File: src/rtl/aggregate.sv
// Packs the firewall's 2-bit dibit stream into 32-bit words, tags the last whole
// word of each packet and buffers the words in a small FIFO behind valid/ready.
module aggregate #(
    parameter int DEPTH = 4
) (
    input  logic        clk,
    input  logic        rst,
    input  logic        axiiv,
    input  logic [1:0]  axiid,
    input  logic        axior,
    output logic        axiov,
    output logic [31:0] axiod,
    output logic        axiolast,
    output logic        overflow
);

    localparam int AW = (DEPTH > 1) ? $clog2(DEPTH) : 1;
    localparam int CW = AW + 1;
    localparam logic [CW-1:0] FULL_CNT = CW'(DEPTH);

    logic [29:0]   r_sr;
    logic [3:0]    r_cnt;
    logic          r_prev_v;
    logic          r_pend_v;
    logic [31:0]   r_pend_d;
    logic [32:0]   r_mem [DEPTH];
    logic [AW-1:0] r_wr_ptr;
    logic [AW-1:0] r_rd_ptr;
    logic [CW-1:0] r_count;
    logic          r_overflow;

    logic          w_pkt_end;
    logic          w_complete;
    logic [31:0]   w_word;
    logic          w_push;
    logic [32:0]   w_push_d;
    logic          w_full;
    logic          w_pop;
    logic          w_accept;

    assign w_pkt_end  = !axiiv && r_prev_v;
    assign w_complete = axiiv && (r_cnt == 4'd15);
    assign w_word     = {r_sr, axiid};

    // A pending word is only known to be "last" once the packet ends, so it
    // waits here until either the next word completes or the packet closes.
    assign w_push   = r_pend_v && (w_complete || w_pkt_end);
    assign w_push_d = {w_pkt_end, r_pend_d};

    assign w_full   = (r_count == FULL_CNT);
    assign axiov    = (r_count != '0);
    assign w_pop    = axiov && axior;
    assign w_accept = w_push && (!w_full || w_pop);

    // NOTE: the storage array has no reset; the head is masked while empty so
    // the outputs still read zero after reset.
    assign {axiolast, axiod} = axiov ? r_mem[r_rd_ptr] : 33'd0;
    assign overflow = r_overflow;

    // NOTE: all state below updates with non-blocking assignments so every
    // register samples the pre-edge values of its neighbours.
    always_ff @(posedge clk) begin
        if (rst) begin
            r_sr     <= '0;
            r_cnt    <= '0;
            r_prev_v <= 1'b0;
            r_pend_v <= 1'b0;
            r_pend_d <= '0;
        end else begin
            r_prev_v <= axiiv;
            if (axiiv) begin
                r_sr  <= {r_sr[27:0], axiid};
                r_cnt <= r_cnt + 4'd1;
            end else if (w_pkt_end) begin
                r_sr  <= '0;
                r_cnt <= '0;
            end
            if (w_complete) begin
                r_pend_d <= w_word;
                r_pend_v <= 1'b1;
            end else if (w_pkt_end) begin
                r_pend_v <= 1'b0;
            end
        end
    end

    always_ff @(posedge clk) begin
        if (w_accept) begin
            r_mem[r_wr_ptr] <= w_push_d;
        end
    end

    always_ff @(posedge clk) begin
        if (rst) begin
            r_wr_ptr   <= '0;
            r_rd_ptr   <= '0;
            r_count    <= '0;
            r_overflow <= 1'b0;
        end else begin
            if (w_accept) begin
                r_wr_ptr <= r_wr_ptr + AW'(1);
            end
            if (w_pop) begin
                r_rd_ptr <= r_rd_ptr + AW'(1);
            end
            case ({w_accept, w_pop})
                2'b10:   r_count <= r_count + CW'(1);
                2'b01:   r_count <= r_count - CW'(1);
                default: r_count <= r_count;
            endcase
            // Sticky: a full FIFO with nothing leaving drops the committed word.
            if (w_push && w_full && !w_pop) begin
                r_overflow <= 1'b1;
            end
        end
    end

endmodule

File: config.mk
export PLATFORM = sky130hd
export DESIGN_NAME = aggregate
export DESIGN_NICKNAME = d
export VERILOG_FILES = /design/src/rtl/aggregate.sv
export SDC_FILE = /design/constraint.sdc
export NUM_CORES = 1
export LEC_CHECK = 0
export ABC_CLOCK_PERIOD_IN_PS = 5750
export CAP_MARGIN = 25
export CORE_ASPECT_RATIO = 0.75
export CORE_MARGIN = 5
export CORE_UTILIZATION = 55
export CTS_CLUSTER_DIAMETER = 200
export DETAILED_ROUTE_END_ITERATION = 16
export PLACE_DENSITY = 0.75
export SKIP_CTS_REPAIR_TIMING = 1
export SLEW_MARGIN = 5
export SYNTH_ARGS = -nofsm -noshare
export SYNTH_HDL_FRONTEND = slang
export SYNTH_SLANG_ARGS = --single-unit
File: constraint.sdc
create_clock -name clk -period 5.75 [get_ports clk]
set_input_delay 0.8625 -clock clk [delete_from_list [all_inputs] [get_ports clk]]
set_output_delay 0.8625 -clock clk [all_outputs]
set_load 0.01 [all_outputs]
After elaboration in Yosys (flattened, before gate mapping):

Memory sizes are Yosys's and may differ from the RTL's. A register that Yosys moved wholly into a read port is not among the register bits.
Cells that the tools add are included.

* multiplexer cells: 12
* equal/unequal tests: 4
* reductions and logical operators: 16
* add/sub/neg operators: 5

Operators with widths (count)
* 30-bit 2-to-1 mux: 2
* 33-bit 2-to-1 mux: 1
* 4-bit 2-to-1 mux: 2
* 1-bit logical AND: 7
* 3-bit case mux with 2 select lines: 1
* 2-bit nonzero test: 3
* 2-bit by 1-bit adder with 2-bit output, second input constant: 2
* 4-bit by 1-bit adder with 4-bit output, second input constant: 1
* 4-bit == test, second input constant: 1
* 1-bit 2-to-1 mux: 4
* 2-bit 2-to-1 mux: 2
* 3-bit by 1-bit adder with 3-bit output, second input constant: 1
* 3-bit == test, second input constant: 1
* 1-bit logical NOT: 3
* 3-bit nonzero test: 1
* 3-bit by 1-bit subtractor with 3-bit output, second input constant: 1
* 2-bit by 1-bit == test with 1-bit output, second input constant: 1
* 2-bit == test, second input constant: 1
* 1-bit logical OR: 2

* memories: 1
* input bits: 6
* output and inout port bits: 35
* register bits: 76
* word-level logic and storage cells: 47
* RAM bits: 132

Memories
* r_mem: depth 4, bits a word 33, read ports 1, clocked after memory_dff 1, wr ports 1, RTL line 26 `logic [32:0] r_mem [DEPTH];`

Logic depth before layout (Yosys ltp):

* word-level depth: 7
* depth in mapped cells: 8
* mapped depth without buffers: 8

Least setup slack after synthesis:

OpenSTA, ideal clock, no wires.

* kind: input to register
* from: input axiiv
* to: memory r_mem[0][0] (enable)
* path buffers: 0
* setup slack: 3.054 ns
* library setup time: 0.393 ns
* required time: 5.357 ns
* data arrival time: 2.303 ns
* stages: 3
* path through: nand2b_1 > a211oi_4 > and2_1

* word-level cells in the longest chain between the ends: 7
* elaborated cells on any way between the ends: 8
* those cells by class: mux: 2; reduce/logical: 6

Ends and longest elaborated chain
* start: declaration: RTL line 8 `input logic axiiv,`
* 1-bit logical NOT: RTL line 41 `assign w_pkt_end = !axiiv && r_prev_v;`
* 1-bit logical AND: RTL line 41
* 1-bit logical OR (*): RTL line 47 `assign w_push = r_pend_v && (w_complete || w_pkt_end);`
* 1-bit logical AND (*): RTL line 47
* 1-bit logical AND (*): RTL line 53 `assign w_accept = w_push && (!w_full || w_pop);`
* 1-bit 2-to-1 mux (*): RTL line 88 `if (w_accept) begin`
* 1-bit 2-to-1 mux (not written as such) (*): RTL line 89 `r_mem[r_wr_ptr] <= w_push_d;`
* end: declaration: RTL line 26

Every way passes the cells marked *; elsewhere a longest branch is shown, timed or not.

==> qor_table.md <==
| Item | This run | Unit |
|:---|:---|:---|
| Setup TNS | 0 | ns |
| Worst slack, placed | 1.98 | ns |
| Total via count after detailed routing | 4178 | - |
| Startpoint class of the critical path | flip-flop | - |
| Fmax | 263 | MHz |
| Flop and latch count out of synthesis | 210 | - |
| Biggest fanout along the worst timing path | 20 | - |
| Top-count cell post-synth | sky130_fd_sc_hd__edfxtp_1 | - |
| Total Routing Usage GR | 0.175 | - |
| Via count of the first global-routing pass | 4304 | - |
| P&R area growth vs syn | 15.4 | % |
| Time the worst path needs with I/O delays and setup | 3.80 | ns |
| H-tree levels | 1 | - |
| Fin Clk Skew | 0.00890 | ns |
| Ys async rst share | 0 | - |
| Worst rel slew slack | 0.608 | - |
| Largest net degree at the start of global routing | 51 | - |
| Post-synth top area cell | sky130_fd_sc_hd__edfxtp_1 | - |
| Worst Max-Slew Pin Slew | 0.586 | ns |
| Number of input and output port buffers inserted | 40 | - |
| Most common library cells after synthesis | sky130_fd_sc_hd__edfxtp_1, sky130_fd_sc_hd__dfxtp_1, sky130_fd_sc_hd__nand2_1 | - |
| Total CTS buffers | 19 | - |
| Number of placement rows | 37 | - |
| Bufs on Longest Clock Path | 3 | - |
| Capturing point of the worst reg2reg path | r_count[2] | - |
| Number of standard cells after synthesis | 500 | - |
| Height of the die | 113 | um |
| Max-slew violation count | 0 | - |
| Status | finished, final reports clean | - |
| Class of the worst hold path | reg -> reg | - |
| Synth cell types | 34 | - |
| Count of cells along the worst register-to-register path | 8 | - |
| Max-capacitance violation count | 0 | - |
| Pwr per Cell Area | 314 | nW/um2 |
| Cell depth of the worst hold path | 2 | - |
| Arrival time of data at the critical path endpoint | 2.94 | ns |
| Post-DR vias/cell | 5.75 | - |
| Chip width | 147 | um |
| Worst Setup End Kind | primary output | - |
| CTS tree | built | - |
| Number of synthesized flops with an enable pin | 132 | - |
| Endpoints failing setup | 0 | - |
| CTS clk-pin slew, worst paths | 0.07 | ns |
| Setup repair after global routing missed its margin | no | - |
| Clk sink count | 210 | - |
| Clk Latency, worst-skew pair | 0.47 | ns |
| DRC violations left | 0 | - |
| Launch instance of the worst register-to-register path | r_cnt[0] | - |
| Initial antenna violation count | 0 | - |
| Count of nets after finishing | 552 | - |
| Half-perimeter wire length of the detailed placement result | 8500 | um |
| Total I/O pin count | 41 | - |
| Clock tree root buffer cell | sky130_fd_sc_hd__clkbuf_16 | - |
| Sequential area share after synthesis | 0.712 | - |
| Most used DFF post-synth | sky130_fd_sc_hd__edfxtp_1 | - |
| Final routed wire length divided by cell count | 19.5 | um |
| Synthesized area per cell | 15.5 | um2 |
| DRT iter0 DRCs | 258 | - |
| Core ar. | 13700 | um2 |
| Number of synthesis warnings | 0 | - |
| Peak supply drop | 0.186 | mV |
| Diodes inserted | 0 | - |
| Share of the clock period used by the worst path after layout | 0.661 | - |
| DRT Wirelength | 14200 | um |
| Area share of the leading cell type in the synthesized netlist | 0.511 | - |
| Crit Path Category | reg -> out | - |
| Routability congestion estimate from global placement | 0.831 | - |
| Launch instance of the worst min-delay path | r_sr[29] | - |
| Final worst slack | 1.95 | ns |
| Final ANT Viol Nets | 0 | - |
| Post-synthesis instance area | 7760 | um2 |
| Floorplan die area | 16600 | um2 |
| First-pass iteration count of the detailed router | 5 | - |
| Wire length of the first global-routing pass | 23300 | um |
| Net count of the mapped netlist | 512 | - |
| Hold endpoint | r_pend_d[31] | - |
| Fin. Hold Viols | 0 | - |
| Leak | 2.99 | nW |
| Critical Path RT | 4.89 | ns |
| Starting Density | 0.564 | - |
| Top cells by area in the synthesized netlist | sky130_fd_sc_hd__edfxtp_1, sky130_fd_sc_hd__dfxtp_1, sky130_fd_sc_hd__mux4_2 | - |
| Remaining global-route overflow | 0 | - |
| Flop-to-flop setup slack | 2.95 | ns |
| Share of post-route cells with drive strength above 1 | 0.141 | - |
==> registers in the layout, indices dropped and copies added, names as in the netlist, named ones only <==
register / cells
overflow: 1
r_rd_ptr: 2
r_count: 3
r_cnt: 4
r_sr: 30
r_wr_ptr: 2
r_prev_v: 1
r_mem: 132
r_pend_v: 1
r_pend_d: 32
==> logic make-up (layout without fill, tap and decap cells) <==
family,count (synthesis),after routing,synth area share
AO/OA/AOI/OAI,76,76,0.0681
adder cells (fa/ha/maj),6,6,0.0106
XOR/XNOR,3,3,0.00339
AND/OR/NAND/NOR,129,129,0.0819
buffers and inverters,37,89,0.0194
flip-flops,210,210,0.712
multiplexers,39,39,0.104
==> layer usage <==
layer / global-route usage / share of wire / up-vias
li1: - / - / 1939
met1: 0.256 / 0.46 / 2125
met2: 0.276 / 0.47 / 96
met3: 0.0360 / 0.051 / 18
met4: 0.0422 / 0.015 / 0
met5: 0 / 0 / -
==> placed cells by master (no fill, tap or decap), types with 9 or more instances in the layout <==
cell type,instances
sky130_fd_sc_hd__edfxtp_1,132
sky130_fd_sc_hd__dfxtp_1,77
sky130_fd_sc_hd__nand2_1,64
sky130_fd_sc_hd__clkdlybuf4s50_1,40
sky130_fd_sc_hd__and2_1,38
sky130_fd_sc_hd__a21oi_1,38
sky130_fd_sc_hd__mux4_2,33
sky130_fd_sc_hd__a22o_1,31
sky130_fd_sc_hd__clkbuf_16,20
sky130_fd_sc_hd__nor2_1,13
sky130_fd_sc_hd__buf_4,9
==> critical path: stages, from the launching register on <==
cell and delay (ns):
sky130_fd_sc_hd__dfxtp_2 0.69, sky130_fd_sc_hd__buf_4 0.48, sky130_fd_sc_hd__mux4_2 0.60, sky130_fd_sc_hd__and2_1 0.19, sky130_fd_sc_hd__clkdlybuf4s50_1 0.48
==> cell type report <==
class	instances	area (um2)
Clock buffer	26	533
Multi-Input combinational cell	253	2090
Fill cell	943	4790
Tap cell	175	219
Timing Repair Buffer	51	510
Clock inverter	7	57.6
Sequential cell	210	5530
Inverter	5	18.8
==> power breakdown <==
part	total, W	switching [W]	internal [W]
Sequential	0.00159	0.00000286	0.00158
Clock	0.00120	0.000502	0.000694
Combinational	0.0000263	0.0000174	0.00000889
Total	0.00281	0.000523	0.00229
==> metrics by stage <==
| stage | utilization | power (W) | area, um2 | std cells | hold slack, ns |
|---|---|---|---|---|---|
| 2_1_floorplan | - | 0.00164 | 7760 | 500 | 0.432 |
| 3_3_place_gp | 0.605 | 0.00165 | 8320 | 692 | 0.446 |
| 3_5_place_dp | 0.608 | 0.00165 | 8360 | 694 | 0.456 |
| 4_1_cts | 0.651 | 0.00283 | 8950 | 727 | 0.467 |
| 5_1_grt | 0.651 | 0.00290 | 8950 | 727 | 0.495 |
| 6_report | 0.651 | 0.00281 | 8950 | 727 | 0.469 |
==> how the worst max path moves through the flow <==
stage / cells past startpoint / endpoint
after CTS: 4 / axiod[14]
after floorplan: 3 / r_mem[0][0]
after global placement: 8 / r_count[2]
after global routing: 4 / axiod[14]
after detailed placement: 8 / r_count[2]
final: 4 / axiod[14]
(Power assumes the default switching activity.)
